==> src/rtl/redstone_pkg.sv <==
// Shared redstone types for the torch / repeater / comparator / dust stages.
// Holds the 4-bit strength type, its limits, the comparator mode and the
// comparator state encoding.
package redstone_pkg;

    typedef logic [3:0] redstone;

    localparam redstone REDSTONE_OFF = 4'd0;
    localparam redstone REDSTONE_MAX = 4'd15;

    typedef enum logic {
        CMP_COMPARE  = 1'b0,
        CMP_SUBTRACT = 1'b1
    } cmp_mode_e;

    typedef enum logic {
        CMP_IDLE    = 1'b0,
        CMP_PENDING = 1'b1
    } comparator_state_e;

    // Larger of two strengths; shared by side-input and dust merging.
    function automatic redstone redstone_max(input redstone a, input redstone b);
        return (a > b) ? a : b;
    endfunction

endpackage

==> src/rtl/redstone_max2.sv <==
// Combinational max of two redstone strengths.
module redstone_max2
    import redstone_pkg::*;
(
    input  redstone i_a,
    input  redstone i_b,
    output redstone o_max
);

    assign o_max = redstone_max(i_a, i_b);

endmodule

==> src/rtl/redstone_comparator.sv <==
// Tick-accurate redstone comparator.
// Output changes are scheduled and land DELAY game ticks later; the value
// written is the target at expiry, so pulses shorter than DELAY are swallowed.
// Optional feature: define REDSTONE_COMPARATOR_SUBTRACT_EN to enable subtract
// mode via the mode input; otherwise mode is ignored and only compare exists.
module redstone_comparator
    import redstone_pkg::*;
#(
    parameter int unsigned DELAY = 2
)
(
    input  logic    clk,
    input  logic    rst,
    input  logic    tick_en,
    input  redstone back,
    input  redstone lside,
    input  redstone rside,
    input  logic    mode,
    output redstone out,
    output logic    out_on,
    output logic    pending
);

    if (DELAY < 1 || DELAY > int'(REDSTONE_MAX)) begin : g_delay_check
        $error("redstone_comparator: DELAY must be in 1..15");
    end

    localparam logic [3:0] CNT_LOAD = 4'(DELAY - 1);

    comparator_state_e r_state;
    comparator_state_e w_state_nxt;
    logic [3:0]        r_cnt;
    logic [3:0]        w_cnt_nxt;
    redstone           r_out;
    redstone           w_out_nxt;
    logic              r_out_on;
    redstone           w_side;
    redstone           w_target;

    redstone_max2 u_side_max (
        .i_a   (lside),
        .i_b   (rside),
        .o_max (w_side)
    );

`ifdef REDSTONE_COMPARATOR_SUBTRACT_EN
    cmp_mode_e  w_mode;
    logic [4:0] w_diff;

    assign w_mode = cmp_mode_e'(mode);
    // Borrow out of the 5-bit difference means side exceeded back.
    assign w_diff = {1'b0, back} - {1'b0, w_side};

    // Target strength: compare passes back through, subtract clamps at 0
    always_comb begin
        w_target = REDSTONE_OFF;
        if (w_mode == CMP_SUBTRACT) begin
            w_target = w_diff[4] ? REDSTONE_OFF : w_diff[3:0];
        end else begin
            w_target = (back >= w_side) ? back : REDSTONE_OFF;
        end
    end
`else
    logic w_unused_mode;
    assign w_unused_mode = mode;

    // Target strength: compare mode only, back passes if it holds off the sides
    always_comb begin
        w_target = REDSTONE_OFF;
        if (back >= w_side) begin
            w_target = back;
        end
    end
`endif

    // Scheduler next-state: arm on mismatch, count down, sample target at expiry
    always_comb begin
        w_state_nxt = r_state;
        w_cnt_nxt   = r_cnt;
        w_out_nxt   = r_out;
        if (tick_en) begin
            case (r_state)
                CMP_IDLE: begin
                    if (w_target != r_out) begin
                        w_state_nxt = CMP_PENDING;
                        w_cnt_nxt   = CNT_LOAD;
                    end
                end
                CMP_PENDING: begin
                    if (r_cnt == 4'd0) begin
                        w_out_nxt   = w_target;
                        w_state_nxt = CMP_IDLE;
                    end else begin
                        w_cnt_nxt = r_cnt - 4'd1;
                    end
                end
                default: begin
                    w_state_nxt = CMP_IDLE;
                end
            endcase
        end
    end

    // State, countdown and output registers; reset wins over tick_en
    always_ff @(posedge clk) begin
        if (rst) begin
            r_state  <= CMP_IDLE;
            r_cnt    <= 4'd0;
            r_out    <= REDSTONE_OFF;
            r_out_on <= 1'b0;
        end else begin
            r_state  <= w_state_nxt;
            r_cnt    <= w_cnt_nxt;
            r_out    <= w_out_nxt;
            r_out_on <= (w_out_nxt != REDSTONE_OFF);
        end
    end

    assign out     = r_out;
    assign out_on  = r_out_on;
    assign pending = (r_state == CMP_PENDING);

endmodule
==> config.mk <==
export PLATFORM = sky130hd
export DESIGN_NAME = redstone_comparator
export DESIGN_NICKNAME = d
export VERILOG_FILES = /design/src/rtl/redstone_pkg.sv /design/src/rtl/redstone_max2.sv /design/src/rtl/redstone_comparator.sv
export SDC_FILE = /design/constraint.sdc
export NUM_CORES = 1
export LEC_CHECK = 0
export CORE_MARGIN = 2
export CORE_UTILIZATION = 51
export CTS_CLUSTER_SIZE = 40
export DETAILED_ROUTE_END_ITERATION = 12
export PLACE_DENSITY = 0.93
export SLEW_MARGIN = 40
export SYNTH_ARGS = -nofsm -noshare
export SYNTH_HDL_FRONTEND = slang
export SYNTH_SLANG_ARGS = --single-unit
==> constraint.sdc <==
create_clock -name clk -period 4.5 [get_ports clk]
set_input_delay 0.45 -clock clk [delete_from_list [all_inputs] [get_ports clk]]
set_output_delay 0.45 -clock clk [all_outputs]
set_load 0.02 [all_outputs]
---- Word-level counts from Yosys, hierarchy flattened ----
Index checks and enable logic that the tools add are counted.
word-level totals
  input bits .............................. 16
  word-level logic and storage cells ...... 25
  output and inout port bits .............. 6
  flip-flop bits (word level) ............. 10
cells by class
  bitwise operators ....................... 1
  magnitude comparators ................... 2
  eq/ne operators ......................... 3
  multiplexer cells ....................... 11
  add/subtract/negate cells ............... 1
  reduce and logical (&&, ||, !) cells .... 3
operator list
  operator                                           number
  2-to-1 mux 4 bit                                   7
  case mux 4 bit (2 select lines)                    1
  >= comparator 4 bit                                1
  > comparator 4 bit                                 1
  logical NOT 4 bit                                  1
  inequality test 2 bit (second input constant)      2
  inequality test 4 bit                              1
  nonzero test 4 bit                                 1
  subtractor 4 x 1 -> 4 bit (second input constant)  1
  AND reduction 3 bit                                1
  2-to-1 mux 1 bit                                   2
  case mux 1 bit (2 select lines)                    1
  inverter 1 bit                                     1

---- Depth between registers and ports, before layout ----
  word-level depth ........................ 8
  mapped depth ............................ 13
  mapped depth without buffers ............ 13

---- Modules after synthesis ----
A second synthesis with hierarchy kept.
second synthesis, totals
  cell total of the unflattened synthesis .. 108
  area total of the unflattened synthesis .. 892.1 sq um
modules (own cells, without submodules)
  module               seq. area each (sq um)  instances  area an instance (sq um)  cells each
  redstone_comparator  200.2                   1          720.7                     91
  redstone_max2        0.0                     1          171.4                     17

---- Least setup slack after synthesis ----
No wires, ideal clock.
  path type ............................... input to register
  from .................................... input rside[1]
  to ...................................... register r_state, in the netlist pending
  slack ................................... 1.325 ns
  arrival time ............................ 3.059 ns
  required time ........................... 4.384 ns
  stages .................................. 13
  setup time .............................. 0.116 ns
  path buffers ............................ 0
  path through ............................ inv_1 > ha_1 > nor2b_1 > o21a_1 > o21a_1 > o21ai_2 > mux2_2 > ha_1 > nor3b_2 > o21ai_2 > a2111oi_4 > o22ai_2 > a31o_2
on the way
  cells in the longest elaborated chain, start to end .. 7
ends and longest elaborated chain
  what                               line                        source
  from (decl)                        redstone_comparator.sv:17   input redstone rside,
  > comparator 4 bit                 redstone_pkg.sv:23          return (a > b) ? a : b;
  2-to-1 mux 4 bit *                 redstone_pkg.sv:23
  >= comparator 4 bit *              redstone_comparator.sv:70   if (back >= w_side) begin
  2-to-1 mux 4 bit *                 redstone_comparator.sv:70
  inequality test 4 bit *            redstone_comparator.sv:84   if (w_target != r_out) begin
  2-to-1 mux 1 bit *                 redstone_comparator.sv:84
  case mux 1 bit (2 select lines) *  redstone_comparator.sv:82   case (r_state)
  to (signal assigned)               redstone_comparator.sv:112  r_state <= w_state_nxt;
  to (decl)                          redstone_comparator.sv:30   comparator_state_e r_state;
Every way passes the cells marked *; elsewhere a longest branch is shown, timed or not.
A chain may end at the register's enable or synchronous reset.

---- Worst setup path in the final report ----
Same ends and word-level chain as after synthesis.

==> results.py <==
metrics = {
    "clock_tree": {
        "root_buffer": "clkbuf_4",
        "clock_latency_ns": 0.27,
        "path_clk_slew_ns": 0.07,
        "cts_tree": "done",
        "cts_made_buffers": 3,
        "ctsLongestPathBuffers": 2,
        "cts_hold_buf": 0,
        "cts.sinks": 10,
        "cts_resized": 0,
        "postCtsSetupRepairBufs": 0,
        "cts.htree.levels": 1,
    },
    "timing": {
        "max_slew_margin_pct": 54.6,
        "drv_slew": 0,
        "whs_ns": 0.545,
        "tns_ns": 0,
        "hold_viol": 0,
        "skew_ns": 0.00448,
        "fin_crit_sh_pct": 80.9,
        "setup_viol_count_final": 0,
        "tightest_slew_ns": 0.679,
        "min_period_ns": 3.64,
        "fmax_mhz": 275,
        "rsz0062_at_grt": "false",
    },
    "critical_path": {
        "worstPathCellList": "clkdlybuf4s50_1, inv_1, ha_1, nor2b_1, o21a_1, o21a_1, o21ai_2, mux2_2, ha_1, nor3b_2, o21ai_2, a2111oi_4, o22ai_2, a31o_2",
        "cp-start-kind": "input pin",
        "end_kind": "flop",
        "crit_slowest_cell": "clkdlybuf4s50_1",
        "setup.worst_path.class": "input pin to flop",
        "worstPathRequired_ns": 4.66,
        "critPathMaxFanout": 9,
        "cp.arrival_ns": 3.80,
        "slowest_delay_ns": 0.48,
    },
    "synthesis": {
        "synth_top_area_share_pct": 23.8,
        "async_reset_ff_share_pct": 0,
        "ys_types": 37,
        "synth_nets": 125,
        "synth_area_um2": 842,
        "yosysWarnings": 0,
        "avgSynthCellArea_um2": 8.51,
        "synth.area.top_cells": "dfxtp_1, ha_1, a21oi_1, nand3_1, inv_1",
        "synth_commonest_cells": "a21oi_1, dfxtp_1, ha_1, inv_1, nand2_1",
        "synthCells": 99,
        "ys_seq_elements": 10,
        "synth_edf_count": 0,
        "synth_area_leader_cell": "dfxtp_1",
        "yosysSeqAreaShare_pct": 23.8,
        "synth-main-ff-cell": "dfxtp_1",
    },
    "power": {
        "vdd_drop_max_mv": 0.222,
        "leakage_uw": 0.000429,
        "swShare_pct": 33.4,
        "clkPwrFrac_pct": 26.8,
        "pwr-share-seq_pct": 34.5,
        "power_density_nw_per_um2": 276,
        "net-switching-power_uw": 100,
        "p_int_uw": 200,
        "p_comb_share_pct": 38.7,
    },
    "routing": {
        "dr.pass1.iters": 4,
        "ant_nets": 0,
        "drt_wl_total_um": 1920,
        "drc": 0,
        "detailroute.via_count": 830,
        "vias_per_cell": 6.10,
        "routedWlPerCell_um": 14.1,
        "drt_first_iter_violations": 17,
    },
    "final_layout": {
        "diodes": 0,
        "drive_gt1_share_pct": 12.5,
        "stdcell_area_um2": 1090,
        "fillers": 123,
        "fin_nets": 147,
        "synthToLayoutAreaGrowth_pct": 29.1,
    },
    "grt": {
        "track_usage_pct": 20.8,
        "grt_max_degree": 13,
        "gr-total-overflow": 0,
        "grt_pass1_vias": 755,
        "antenna_found_initial": 0,
        "grt_pass1_wl_um": 3130,
    },
    "placed_design": {
        "dp_hpwl_um": 1530,
        "postPlaceCellArea_um2": 1050,
        "portBuffers": 20,
        "gp_congestion": 0.803,
    },
    "floorplan": {
        "fp.dieW_um": 44.6,
        "io_pins": 22,
        "die-height_um": 44.6,
        "core_um2": 1520,
        "die-area_um2": 1990,
        "start_util_pct": 55.3,
        "rows": 14,
    },
    "min_path": {
        "hp-class": "flop to flop",
    },
    "run": {
        "max_cap_violations": 0,
    },
    "status": {
        "status": "complete, no violations",
    },
}
## worst paths after layout
path | from | cells past startpoint | slack (ns) | endpoint
max reg2reg | r_cnt[0] | 6 | 2.61 | out_on
min reg2reg | out[2] | 2 | 0.55 | out[2]
min | out[2] | 2 | 0.55 | out[2]
max | rside[1] | 14 | 0.86 | pending
## placed cells by master (no fill, tap or decap), types with 2 or more instances in the layout
cell	synthesis	final
a211oi_1	3	3
a21oi_1	10	10
clkbuf_4	0	3
clkdlybuf4s50_1	0	20
dfxtp_1	10	10
ha_1	10	10
inv_1	9	9
mux2i_1	3	3
nand2_1	8	8
nand3_1	7	7
nor2_1	5	5
nor3_1	2	2
nor3b_1	2	2
o21a_1	2	2
o21ai_2	2	2
## cells by family (layout without fill, tap and decap cells)
group,Yosys count,in the layout,synth area share [%]
and+or+nand+nor,32,32,20.7
AOI/OAI and AO/OA,29,29,28.4
buffers and inverters,12,33,5.35
adders and majority gates,10,10,14.9
DFF,10,10,23.8
muxes,4,4,4.90
xor gates and xnor gates,2,2,2.08
## state kept, by name (all words and copies together), names as in the netlist
register  flops
out           4
r_cnt         4
out_on        1
pending       1
## layer usage
layer | vias up | track usage (%) | part of all wire (%) | routed length, um
met5 | - | 0 | 0 | 0
met4 | 0 | 6.06 | 0.99 | 19
met3 | 2 | 3.67 | 5.5 | 105
met2 | 26 | 39.4 | 51 | 980
met1 | 391 | 23.0 | 42 | 811
li1 | 411 | - | - | -
## power groups by stage
stage | sequential, uW | clock (uW) | combinational (uW)
4_1_cts | 104 | 81.5 | 117
3_3_place_gp | 105 | 0 | 110
3_5_place_dp | 106 | 0 | 116
6_report | 104 | 80.6 | 116
2_1_floorplan | 106 | 0 | 77.3
5_1_grt | 105 | 86.9 | 128
## cell type report
class                      instances  area, um2  share of cell area [%]
inverter                           9       33.8                    3.11
timing repair buffer              20        200                    18.4
tap                               16       20.0                    1.84
multi-input combinational         77        597                    54.9
sequential                        10        200                    18.4
clock buffer                       4       36.3                    3.34
## critical path, delay by kind of cell
| family | cells | cell delay, ns |
|---|---|---|
| buffers and inverters | 2 | 0.53 |
| AOI/OAI and AO/OA | 7 | 1.58 |
| and+or+nand+nor | 2 | 0.31 |
| muxes | 1 | 0.38 |
| adders and majority gates | 2 | 0.56 |
## through the flow
step           setup slack (ns)  instances  util (%)  power [uW]
2_1_floorplan              1.32         99         -         183
3_3_place_gp              0.672        132      69.0         215
3_5_place_dp              0.567        132      69.0         222
4_1_cts                   0.844        136      71.3         302
5_1_grt                   0.664        136      71.3         320
6_report                  0.861        136      71.3         301
Note: power is estimated with default switching activity, not from simulation.
